### src/rtl/seg7_scan_ctrl.sv
// rtl/seg7_scan_ctrl.sv - multiplexed 7-segment scan controller; optional SEG7_LZB_EN adds leading-zero blanking
module seg7_scan_ctrl #(
    parameter int NUM_DIGITS  = 8,
    parameter int REFRESH_DIV = 1000,
    parameter int DEAD_CYCLES = 2
) (
    input  logic                    clk,
    input  logic                    rst_n,
    input  logic                    en,
    input  logic [4*NUM_DIGITS-1:0] value_in,
    input  logic                    load,
    output logic                    load_ack,
    input  logic [NUM_DIGITS-1:0]   blank_mask,
    output logic [3:0]              data_out,
    output logic [NUM_DIGITS-1:0]   AN,
    output logic                    frame_tick
);

    // Prescaler must hold the longer of the SHOW and GAP durations; never narrower than 1 bit.
    localparam int PMAX_RD = (REFRESH_DIV > 2) ? REFRESH_DIV : 2;
    localparam int PMAX    = (DEAD_CYCLES > PMAX_RD) ? DEAD_CYCLES : PMAX_RD;
    localparam int PW      = $clog2(PMAX);
    localparam int IW      = $clog2(NUM_DIGITS);

    localparam logic [PW-1:0] SHOW_LAST = PW'(REFRESH_DIV - 1);
    localparam logic [PW-1:0] GAP_LAST  = PW'((DEAD_CYCLES > 0) ? DEAD_CYCLES - 1 : 0);
    localparam logic [IW-1:0] IDX_LAST  = IW'(NUM_DIGITS - 1);
    localparam logic [3:0]    BLANK     = 4'hF;

    typedef enum logic [1:0] {
        ST_IDLE = 2'd0,
        ST_SHOW = 2'd1,
        ST_GAP  = 2'd2
    } state_t;

    state_t                  state;
    state_t                  state_d;
    logic [IW-1:0]           idx;
    logic [IW-1:0]           idx_d;
    logic [IW-1:0]           idx_inc;
    logic [PW-1:0]           presc;
    logic [PW-1:0]           presc_d;
    logic                    show_entry;
    logic                    frame_start;

    logic [4*NUM_DIGITS-1:0] shadow;
    logic [4*NUM_DIGITS-1:0] display;
    logic [4*NUM_DIGITS-1:0] disp_d;
    logic                    pending;
    logic                    commit;
    logic [NUM_DIGITS-1:0]   lz_blank;

    logic [NUM_DIGITS-1:0]   an_d;
    logic [3:0]              data_d;

`ifdef SEG7_LZB_EN
    // Blank zero nibbles from the most significant digit down until the first nonzero one; digit 0 always shows.
    function automatic logic [NUM_DIGITS-1:0] lzb_mask(input logic [4*NUM_DIGITS-1:0] v);
        logic [NUM_DIGITS-1:0] m;
        logic                  run;
        m   = '0;
        run = 1'b1;
        for (int i = NUM_DIGITS - 1; i >= 1; i--) begin
            if (run && (v[4*i +: 4] == 4'h0)) begin
                m[i] = 1'b1;
            end else begin
                run = 1'b0;
            end
        end
        return m;
    endfunction

    assign lz_blank = lzb_mask(disp_d);
`else
    assign lz_blank = '0;
`endif

    assign idx_inc = (idx == IDX_LAST) ? '0 : idx + 1'b1;

    // Scan sequencer: IDLE until enabled, then SHOW each digit for REFRESH_DIV cycles with optional GAP between.
    always_comb begin
        state_d     = state;
        idx_d       = idx;
        presc_d     = presc;
        show_entry  = 1'b0;
        frame_start = 1'b0;
        if (!en) begin
            state_d = ST_IDLE;
            idx_d   = '0;
            presc_d = '0;
        end else begin
            case (state)
                ST_IDLE: begin
                    state_d     = ST_SHOW;
                    idx_d       = '0;
                    presc_d     = '0;
                    show_entry  = 1'b1;
                    frame_start = 1'b1;
                end
                ST_SHOW: begin
                    if (presc == SHOW_LAST) begin
                        presc_d = '0;
                        if (DEAD_CYCLES == 0) begin
                            state_d     = ST_SHOW;
                            idx_d       = idx_inc;
                            show_entry  = 1'b1;
                            frame_start = (idx_inc == '0);
                        end else begin
                            state_d = ST_GAP;
                        end
                    end else begin
                        presc_d = presc + 1'b1;
                    end
                end
                ST_GAP: begin
                    if (presc == GAP_LAST) begin
                        state_d     = ST_SHOW;
                        presc_d     = '0;
                        idx_d       = idx_inc;
                        show_entry  = 1'b1;
                        frame_start = (idx_inc == '0);
                    end else begin
                        presc_d = presc + 1'b1;
                    end
                end
                default: begin
                    state_d = ST_IDLE;
                    idx_d   = '0;
                    presc_d = '0;
                end
            endcase
        end
    end

    // Commit only at a frame boundary so a frame never mixes old and new digits; IDLE has no frame to protect.
    assign commit = pending && ((state == ST_IDLE) || frame_start);
    assign disp_d = commit ? shadow : display;

    // Next output values; a SHOW digit's nibble and blanking are fixed at entry and held for its whole slot.
    always_comb begin
        an_d   = '1;
        data_d = BLANK;
        if (state_d == ST_SHOW) begin
            an_d = ~(NUM_DIGITS'(1) << idx_d);
            if (show_entry) begin
                data_d = (blank_mask[idx_d] || lz_blank[idx_d]) ? BLANK : disp_d[{idx_d, 2'b00} +: 4];
            end else begin
                data_d = data_out;
            end
        end
    end

    // FSM state, digit index and prescaler.
    always_ff @(posedge clk or negedge rst_n) begin
        if (!rst_n) begin
            state <= ST_IDLE;
            idx   <= '0;
            presc <= '0;
        end else begin
            state <= state_d;
            idx   <= idx_d;
            presc <= presc_d;
        end
    end

    // Shadow capture and commit; a load coinciding with a commit stays pending for the next boundary.
    always_ff @(posedge clk or negedge rst_n) begin
        if (!rst_n) begin
            shadow  <= '0;
            display <= '0;
            pending <= 1'b0;
        end else begin
            display <= disp_d;
            if (load) begin
                shadow  <= value_in;
                pending <= 1'b1;
            end else if (commit) begin
                pending <= 1'b0;
            end
        end
    end

    // Registered outputs, updated on the same edge as the state register.
    always_ff @(posedge clk or negedge rst_n) begin
        if (!rst_n) begin
            AN         <= '1;
            data_out   <= BLANK;
            load_ack   <= 1'b0;
            frame_tick <= 1'b0;
        end else begin
            AN         <= an_d;
            data_out   <= data_d;
            load_ack   <= commit;
            frame_tick <= frame_start;
        end
    end

endmodule

### config.mk
export PLATFORM = sky130hd
export DESIGN_NAME = seg7_scan_ctrl
export DESIGN_NICKNAME = d
export VERILOG_FILES = /design/src/rtl/seg7_scan_ctrl.sv
export SDC_FILE = /design/constraint.sdc
export NUM_CORES = 1
export LEC_CHECK = 0
export CAP_MARGIN = 20
export CORE_MARGIN = 2
export CORE_UTILIZATION = 55
export CTS_CLUSTER_SIZE = 24
export DETAILED_ROUTE_END_ITERATION = 10
export PLACE_DENSITY = 0.79
export SETUP_SLACK_MARGIN = 0.1
export SLEW_MARGIN = 20
export SYNTH_ARGS = -nofsm -noshare
export SYNTH_HDL_FRONTEND = slang
export SYNTH_SLANG_ARGS = --single-unit
### constraint.sdc
create_clock -name clk -period 2.8 [get_ports clk]
set_input_delay 0.56 -clock clk [delete_from_list [all_inputs] [get_ports clk]]
set_output_delay 0.56 -clock clk [all_outputs]
set_load 0.05 [all_outputs]
==> parameters.txt, run 1 <==
Parameter                              Value

Run status
  Result of the run    finished, final reports clean

Layout
  Synth-to-layout area growth    26.33%
  Final nets    534
  Count of filler cells inserted in the layout    552
  Area used by multi-input combinational logic    0.002137 mm2
  Layout cell share with drive strength beyond 1    26.54%
  Inserted Diodes    0
  Register Area    0.002369 mm2

Synth
  Synthesized flop and latch total    94
  Number of synthesized flops with an enable pin    0
  Synth Instances    411
  Total number of yosys warnings    0
  Part of the Yosys area used for sequential elements    52.66%
  Cell variety after synth    57
  Post-synthesis net count    464
  Most frequently used flop master after synthesis    sky130_fd_sc_hd__dfrtp_1
  Netlist Area Pre-Place    0.004496 mm2
  Async SR Flop Fraction    100.0%
  Synthesized area divided by synthesized cell count    10.94 um2

Clock tree
  Clock tree from TritonCTS    yes
  CTS Root Cell    sky130_fd_sc_hd__clkbuf_8
  Hold buffer count at CTS    0
  Number of buffers added by the clock tree synthesis step    9
  CTS clock-pin slew for the worst setup and hold paths    0.09 ns
  Depth of the CTS H-tree    3
  TritonCTS Sinks    94
  Maximum buffer depth of the clock tree    2
  Clock latency at the later pin of the worst-skew pair    0.37 ns

Drt
  DR iter-0 viols    317
  Vias after detailed routing    3645
  Number of optimization iterations in the first detailed-route pass    5
  Total detailed-routing wirelength    11.03 mm
  Routed WL per cell    18.76 um
  Count of antenna-violating nets left after detailed routing    0
  Via density    6.199
  DRC violations left    0

Critical path
  Startpoint type of the worst setup path    flip-flop
  Crit end category    flip-flop
  Data required time of the worst path    3.10 ns
  Data arrival time of the critical path    3.05 ns
  Reg2Reg Capture Point    data_out[0]$_DFFE_PN1P_
  Startpoint of the worst-slack reg-to-reg timing path    idx[0]$_DFF_PN0_
  Startpoint of the most critical setup path    idx[0]$_DFF_PN0_
  Register-to-register path setup slack    0.05 ns
  Critical path class    flip-flop to flip-flop
  Maximum fanout along the worst path    4
  Number of cells traversed by the worst register-to-register path    10

STA
  Clock period minus worst slack    2.746 ns
  Number of pins exceeding their max-slew limit in the final report    0
  Fraction of the cycle the final worst path needs    98.07%
  Max-Slew Margin vs Limit    54.76%
  Transition time of the tightest slew-check pin    0.6740 ns
  Final setup vio count    0
  Maximum clock skew at final layout    0.01769 ns
  Sum of negative setup slack    0 ns
  Final-report hold violation count    0
  Worst setup slack after layout    0.05417 ns
  Peak clock frequency supported by timing    0.3642 GHz

Die
  Chip width    94.41 um
  Total die area    0.008913 mm2
  Ports placed on the boundary    58
  Placement Rows    32
  Die Span Y    94.41 um
  Floorplan core area    0.007807 mm2
  Starting density of the core    57.58%

Pwr
  Clock group share of total power    30.7%
  Total power divided by cell area    524.6 mW/mm2
  Total leakage power    2.362 nW
  Maximum resistive drop on vdd    376.0 uV
  Sequential share of power    52.8%
  Internal    2.152 mW
  Total power    2.979 mW
  Power share of the combinational group    16.5%
  Switching power as a share of total power    27.76%
  Net switching component of the power    0.8269 mW

Hold path
  Worst min-delay path category    input port to async pin

Global routing
  First-pass GRT wire length    16.48 mm
  Via count of the first global-routing pass    3342
  GRT Overall Usage    24.34%
  Largest net degree at the start of global routing    54
  Number of antenna violations at the first check in global routing    0
  Sum of overflow across all layers after global routing    0

Placement
  Gp weighted congestion    0.8347
  Number of buffers added on ports    57
  Post-DP HPWL    7.175 mm
  Worst slack after detailed placement    0.06311 ns

Run
  Max-cap violations    0
-- timing repair --
| action | 4_1_cts | 5_1_grt |
|---|---|---|
| cloned | 0 | 1 |
| resized for setup | 1 | 59 |
| endpoints found under the setup margin | 4 | 4 |
| setup buffers | 0 | 8 |
| pin swaps | 1 | 14 |
| hold endpoints to repair | 0 | 0 |
-- layer usage --
layer | part of all wire (%) | GRT usage [%] | up-vias
met5 | 0 | 0 | -
met4 | 1.9 | 9.541 | 0
met3 | 7.8 | 4.389 | 25
met2 | 48 | 38.45 | 168
met1 | 42 | 33.82 | 1809
li1 | - | - | 1643
-- worst max-delay path by stage --
stage                               to  slack [ns]
3_5_place_dp   data_out[1]$_DFFE_PN1P_        0.06
4_1_cts        data_out[0]$_DFFE_PN1P_        0.10
5_1_grt        data_out[0]$_DFFE_PN1P_       -0.03
2_1_floorplan  data_out[3]$_DFFE_PN1P_        0.32
6_report       data_out[0]$_DFFE_PN1P_        0.05
3_3_place_gp   data_out[3]$_DFFE_PN1P_        0.09
-- synth_stat cells, drive strengths merged (2+ instances only) --
master / instances / share of area [%]
dfrtp: 82 / 46
nand2: 43 / 3.6
mux2: 38 / 9.5
nand3: 36 / 4.3
o21ai: 36 / 4.1
a211oi: 23 / 3.8
nor2: 20 / 1.7
clkbuf: 16 / 1.3
dfstp: 12 / 7.0
ha: 9 / 2.5
buf: 8 / 1.1
a21oi: 7 / 0.86
a221oi: 7 / 1.4
inv: 7 / 0.64
nor4: 7 / 1.3
and2: 6 / 0.84
mux2i: 5 / 1.4
nor3: 4 / 0.70
o22a: 4 / 0.78
xnor2: 4 / 0.78
xor2: 4 / 0.78
nand4: 3 / 0.42
nor3b: 3 / 0.61
a2111oi: 2 / 0.39
a222oi: 2 / 0.45
a22oi: 2 / 0.45
a31oi: 2 / 0.28
nand2b: 2 / 0.28
o21a: 2 / 0.33
o21bai: 2 / 0.33
or2: 2 / 0.28
-- area by class of cell --
type | count | area share (%)
sequential | 94 | 41.71
timing repair buffer | 83 | 14.41
tap | 102 | 2.247
clock inverter | 6 | 1.256
multi-input combinational | 286 | 37.63
clock buffer | 10 | 2.247
inverter | 7 | 0.5067
-- power by group through the flow --
| stage | registers, mW | logic [mW] | clock network [mW] |
|---|---|---|---|
| after floorplan | 1.60 | 0.254 | 0 |
| after global placement | 1.59 | 0.431 | 0 |
| after detailed placement | 1.59 | 0.450 | 0 |
| after CTS | 1.57 | 0.454 | 0.926 |
| after global routing | 1.59 | 0.540 | 0.984 |
| final | 1.57 | 0.492 | 0.915 |
-- registers in the layout (all words and copies together), names as in the netlist, 2 cells and up --
register	flops
shadow	32
presc	10
AN	8
display	32
data_out	4
idx	3
state	2
-- cells by family (layout without fill, tap and decap cells) --
kind of cell    count (synthesis)  count (layout)  synth area share, %
simple gates                  135             135                15.73
mux                            43              43                10.91
buf+inv                        31             106                3.117
flops                          94              94                52.66
compound gates                 91              91                13.53
fa+ha+maj                       9               9                2.505
xor+xnor                        8               8                1.558
-- metrics by stage --
step	hold WS, ns	utilization (%)	cell area, um2	cells
after floorplan	0.2644	-	4496	411
after global placement	0.4719	67.02	5233	563
after detailed placement	0.4825	67.02	5233	563
after CTS	0.1764	69.58	5433	579
after global routing	0.1908	72.74	5679	588
final	0.1655	72.74	5679	588
-- cells in the final DEF, fill, tap and decap left out, types with 9 or more instances in the layout --
cell,netlist,layout
sky130_fd_sc_hd__o21ai_0,34,11
sky130_fd_sc_hd__nor2_1,19,17
sky130_fd_sc_hd__clkdlybuf4s50_1,0,56
sky130_fd_sc_hd__dfstp_2,12,12
sky130_fd_sc_hd__nand3_1,35,35
sky130_fd_sc_hd__dfrtp_1,82,81
sky130_fd_sc_hd__a211oi_1,23,17
sky130_fd_sc_hd__nand2_1,43,42
sky130_fd_sc_hd__o21ai_1,1,21
sky130_fd_sc_hd__clkbuf_8,0,9
sky130_fd_sc_hd__mux2_2,37,35
sky130_fd_sc_hd__buf_4,1,23
-- worst max-delay path: stages, from the launching register on --
cell,delay (ns)
sky130_fd_sc_hd__dfrtp_2,0.45
sky130_fd_sc_hd__ha_1,0.21
sky130_fd_sc_hd__ha_1,0.32
sky130_fd_sc_hd__and4b_1,0.30
sky130_fd_sc_hd__nand4_1,0.11
sky130_fd_sc_hd__buf_4,0.21
sky130_fd_sc_hd__nand2_2,0.09
sky130_fd_sc_hd__mux2_2,0.35
sky130_fd_sc_hd__a2111oi_2,0.31
sky130_fd_sc_hd__mux2i_1,0.14
sky130_fd_sc_hd__o22a_1,0.18
Power figures use the tool's default switching activity.
==> inputs of run 2 (changes only) <==
--- a/config.mk
+++ b/config.mk
@@ -13,5 +13,4 @@
 export PLACE_DENSITY = 0.79
 export SETUP_SLACK_MARGIN = 0.1
-export SLEW_MARGIN = 20
 export SYNTH_ARGS = -nofsm -noshare
 export SYNTH_HDL_FRONTEND = slang
==> constraint.sdc (replaced) <==
create_clock -name clk -period 2.8 [get_ports clk]
set_input_delay 0.28 -clock clk [delete_from_list [all_inputs] [get_ports clk]]
set_output_delay 0.28 -clock clk [all_outputs]
set_load 0.05 [all_outputs]
==> run 2 against run 1 <==
Net effect:
- register-to-register slack improved by 0.05 ns
- non-clock buffer count increased by 16
- global-route usage is 1.6 points higher
- sequential power is essentially flat
- first-iteration DRC count grew 6.3%
- hold slack better by 0.26 ns
- cell count rose by 2.7%
- sequential share of layout area is 1.2 points lower
- critical path type unchanged
- highest routed layer unchanged
==> parameters.txt, run 2 (synthesis gave the netlist of run 1 again) <==
Parameter                              Value

Drt
  Total detailed-routing wirelength    11.73 mm (+6.4%)
  Via density    6.295 (+1.5%)
  Routed WL per cell    19.43 um (+3.5%)
  DRC violations left    0 (unchanged)
  Count of antenna-violating nets left after detailed routing    0 (unchanged)
  Number of optimization iterations in the first detailed-route pass    5 (unchanged)
  Vias after detailed routing    3802 (+4.3%)
  DR iter-0 viols    337 (+6.3%)

Layout
  Synth-to-layout area growth    30.11%
  Count of filler cells inserted in the layout    523 (-5.3%)
  Inserted Diodes    0 (unchanged)
  Final non-filler cell total    604 (+2.7%)
  Final nets    550 (+3.0%)
  Commonest cells after routing, fill and taps aside    sky130_fd_sc_hd__dfrtp_1 (82), sky130_fd_sc_hd__clkdlybuf4s50_1 (56), sky130_fd_sc_hd__nand2_1 (42)
  Leading registers by flop count    display (32), shadow (32), presc (10)
  Core utilization of the finished layout    74.92% (+2.2 points)
  Most frequent standard cell in the layout excluding fill and tap cells    sky130_fd_sc_hd__dfrtp_1
  Layout cell share with drive strength beyond 1    27.89% (+1.3 points)

Pwr
  Total leakage power    2.479 nW (+5.0%)
  Clock group share of total power    32.3% (+1.6 points)
  Total power    3.086 mW (+3.6%)
  Power share of the combinational group    16.8% (+0.3 points)
  Total power divided by cell area    527.7 mW/mm2 (+0.59%)
  Switching power as a share of total power    27.02% (-0.74 points)
  Internal    2.252 mW (+4.7%)
  Sequential share of power    50.9% (-1.9 points)
  Net switching component of the power    0.8340 mW (+0.86%)
  Maximum resistive drop on vdd    372.6 uV (-0.89%)

Critical path
  Critical path class    flip-flop to flip-flop
  Most used cell, CP    sky130_fd_sc_hd__buf_4
  Data arrival time of the critical path    3.00 ns (-0.05 ns)
  Worst-path cell chain    nor2_1, a31oi_1, a211o_4, buf_4, buf_4, a211oi_1, nor4_2, mux2i_1, o22a_1
  Register-to-register path setup slack    0.11 ns (+0.05 ns)
  Startpoint type of the worst setup path    flip-flop
  Largest stage delay on the critical path    0.48 ns (+0.03 ns)
  CP max-delay cell    sky130_fd_sc_hd__nor2_1
  Maximum fanout along the worst path    6 (+2)
  Crit end category    flip-flop
  Data required time of the worst path    3.11 ns (about the same)

STA
  Maximum clock skew at final layout    0.01003 ns (-0.007663 ns)
  Sum of negative setup slack    0 ns (unchanged)
  Transition time of the tightest slew-check pin    0.6632 ns (-0.01080 ns)
  Tightest hold margin    0.4233 ns (+0.2579 ns)
  Fraction of the cycle the final worst path needs    96.22% (-1.8 points)
  Clock period minus worst slack    2.694 ns (-0.05171 ns)
  Final setup vio count    0 (unchanged)
  Peak clock frequency supported by timing    0.3712 GHz (+1.9%)
  Number of pins exceeding their max-slew limit in the final report    0 (unchanged)
  Max-Slew Margin vs Limit    55.49% (+0.72 points)
  Final-report hold violation count    0 (unchanged)

Die
  Floorplan core area    0.007807 mm2 (unchanged)
  Die Span Y    94.41 um (unchanged)
  Chip width    94.41 um (unchanged)
  Total die area    0.008913 mm2 (unchanged)
  Starting density of the core    57.58% (unchanged)
  Placement Rows    32 (unchanged)
  Ports placed on the boundary    58 (unchanged)

Global routing
  Sum of overflow across all layers after global routing    0 (unchanged)
  First-pass GRT wire length    17.83 mm (+8.2%)
  GRT Overall Usage    25.95% (+1.6 points)
  Number of antenna violations at the first check in global routing    0 (unchanged)
  Via count of the first global-routing pass    3561 (+6.6%)
  Largest net degree at the start of global routing    56 (+3.7%)

Clock tree
  Maximum buffer depth of the clock tree    2 (unchanged)
  Clock latency at the later pin of the worst-skew pair    0.37 ns (about the same)
  CTS clock-pin slew for the worst setup and hold paths    0.10 ns (about the same)
  TritonCTS Sinks    94 (unchanged)
  Depth of the CTS H-tree    3 (unchanged)
  Clock tree from TritonCTS    yes
  CTS Root Cell    sky130_fd_sc_hd__clkbuf_8
  Number of buffers added by the clock tree synthesis step    9 (unchanged)

Placement
  Number of cells in the design after placement    577 (+2.5%)
  Post-DP HPWL    7.526 mm (+4.9%)
  Gp weighted congestion    0.9229 (+11%)
  Number of buffers added on ports    57 (unchanged)

Hold path
  Worst min-delay path category    input port to async pin

Run status
  Result of the run    finished, final reports clean

Run
  Max-cap violations    0 (unchanged)
run 2: metrics by stage:
stage          area [um2]  worst slack [ns]
2_1_floorplan        4496            0.3184
3_3_place_gp         5338            0.1167
3_5_place_dp         5338           0.07800
4_1_cts              5578            0.1093
5_1_grt              5849          -0.06859
6_report             5849            0.1059
run 2: power groups by stage:
stage / sequential, mW / clock, mW / combinational, mW
finish: 1.57 / 0.996 / 0.518
global placement: 1.59 / 0 / 0.453
global route: 1.59 / 1.07 / 0.565
detailed placement: 1.60 / 0 / 0.469
floorplan: 1.60 / 0 / 0.254
CTS: 1.57 / 1.00 / 0.477
run 2: per-layer routing:
metal	global-route usage (%)	up-vias	wire length, um
met5	0	-	0
met4	9.903	0	345
met3	3.272	39	923
met2	39.35	223	5509
met1	38.64	1867	4956
li1	-	1673	-
run 2: layout make-up:
type	count	area, um2	area share [%]
Multi-Input combinational cell	286	2122	36.28
Tap cell	102	127.6	2.182
Clock inverter	7	96.34	1.647
Timing Repair Buffer	99	983.4	16.81
Clock buffer	9	123.9	2.118
Sequential cell	94	2367	40.47
Inverter	7	28.78	0.4920
run 2: path summary, 6_finish.rpt:
check | start | end | cells past startpoint
setup / recovery | presc[4]$_DFF_PN0_ | data_out[3]$_DFFE_PN1P_ | 9
hold / removal | rst_n | presc[8]$_DFF_PN0_ | 2
setup reg to reg | presc[4]$_DFF_PN0_ | data_out[3]$_DFFE_PN1P_ | 9
hold reg to reg | display[22]$_DFF_PN0_ | display[22]$_DFF_PN0_ | 2
max in group asynchronous | rst_n | data_out[3]$_DFFE_PN1P_ | 3
min in group clk | display[22]$_DFF_PN0_ | display[22]$_DFF_PN0_ | 2
run 2: critical path: cells and delay by family, from the launching register on:
kind | cells | cell delay [ns]
and+or+nand+nor | 2 | 0.55
buffers and inverters | 2 | 0.29
AOI/OAI and AO/OA | 4 | 1.12
muxes | 1 | 0.22
DFF | 1 | 0.45
run 2: timing repair:
item                                    CTS  global route
endpoints found under the setup margin    3             4
setup buffers                             0             7
pin swaps                                 1            17
gates cloned                              0             3
hold buffers                              1             0
gates resized for setup                   5            47
endpoints found under the hold margin    29             0
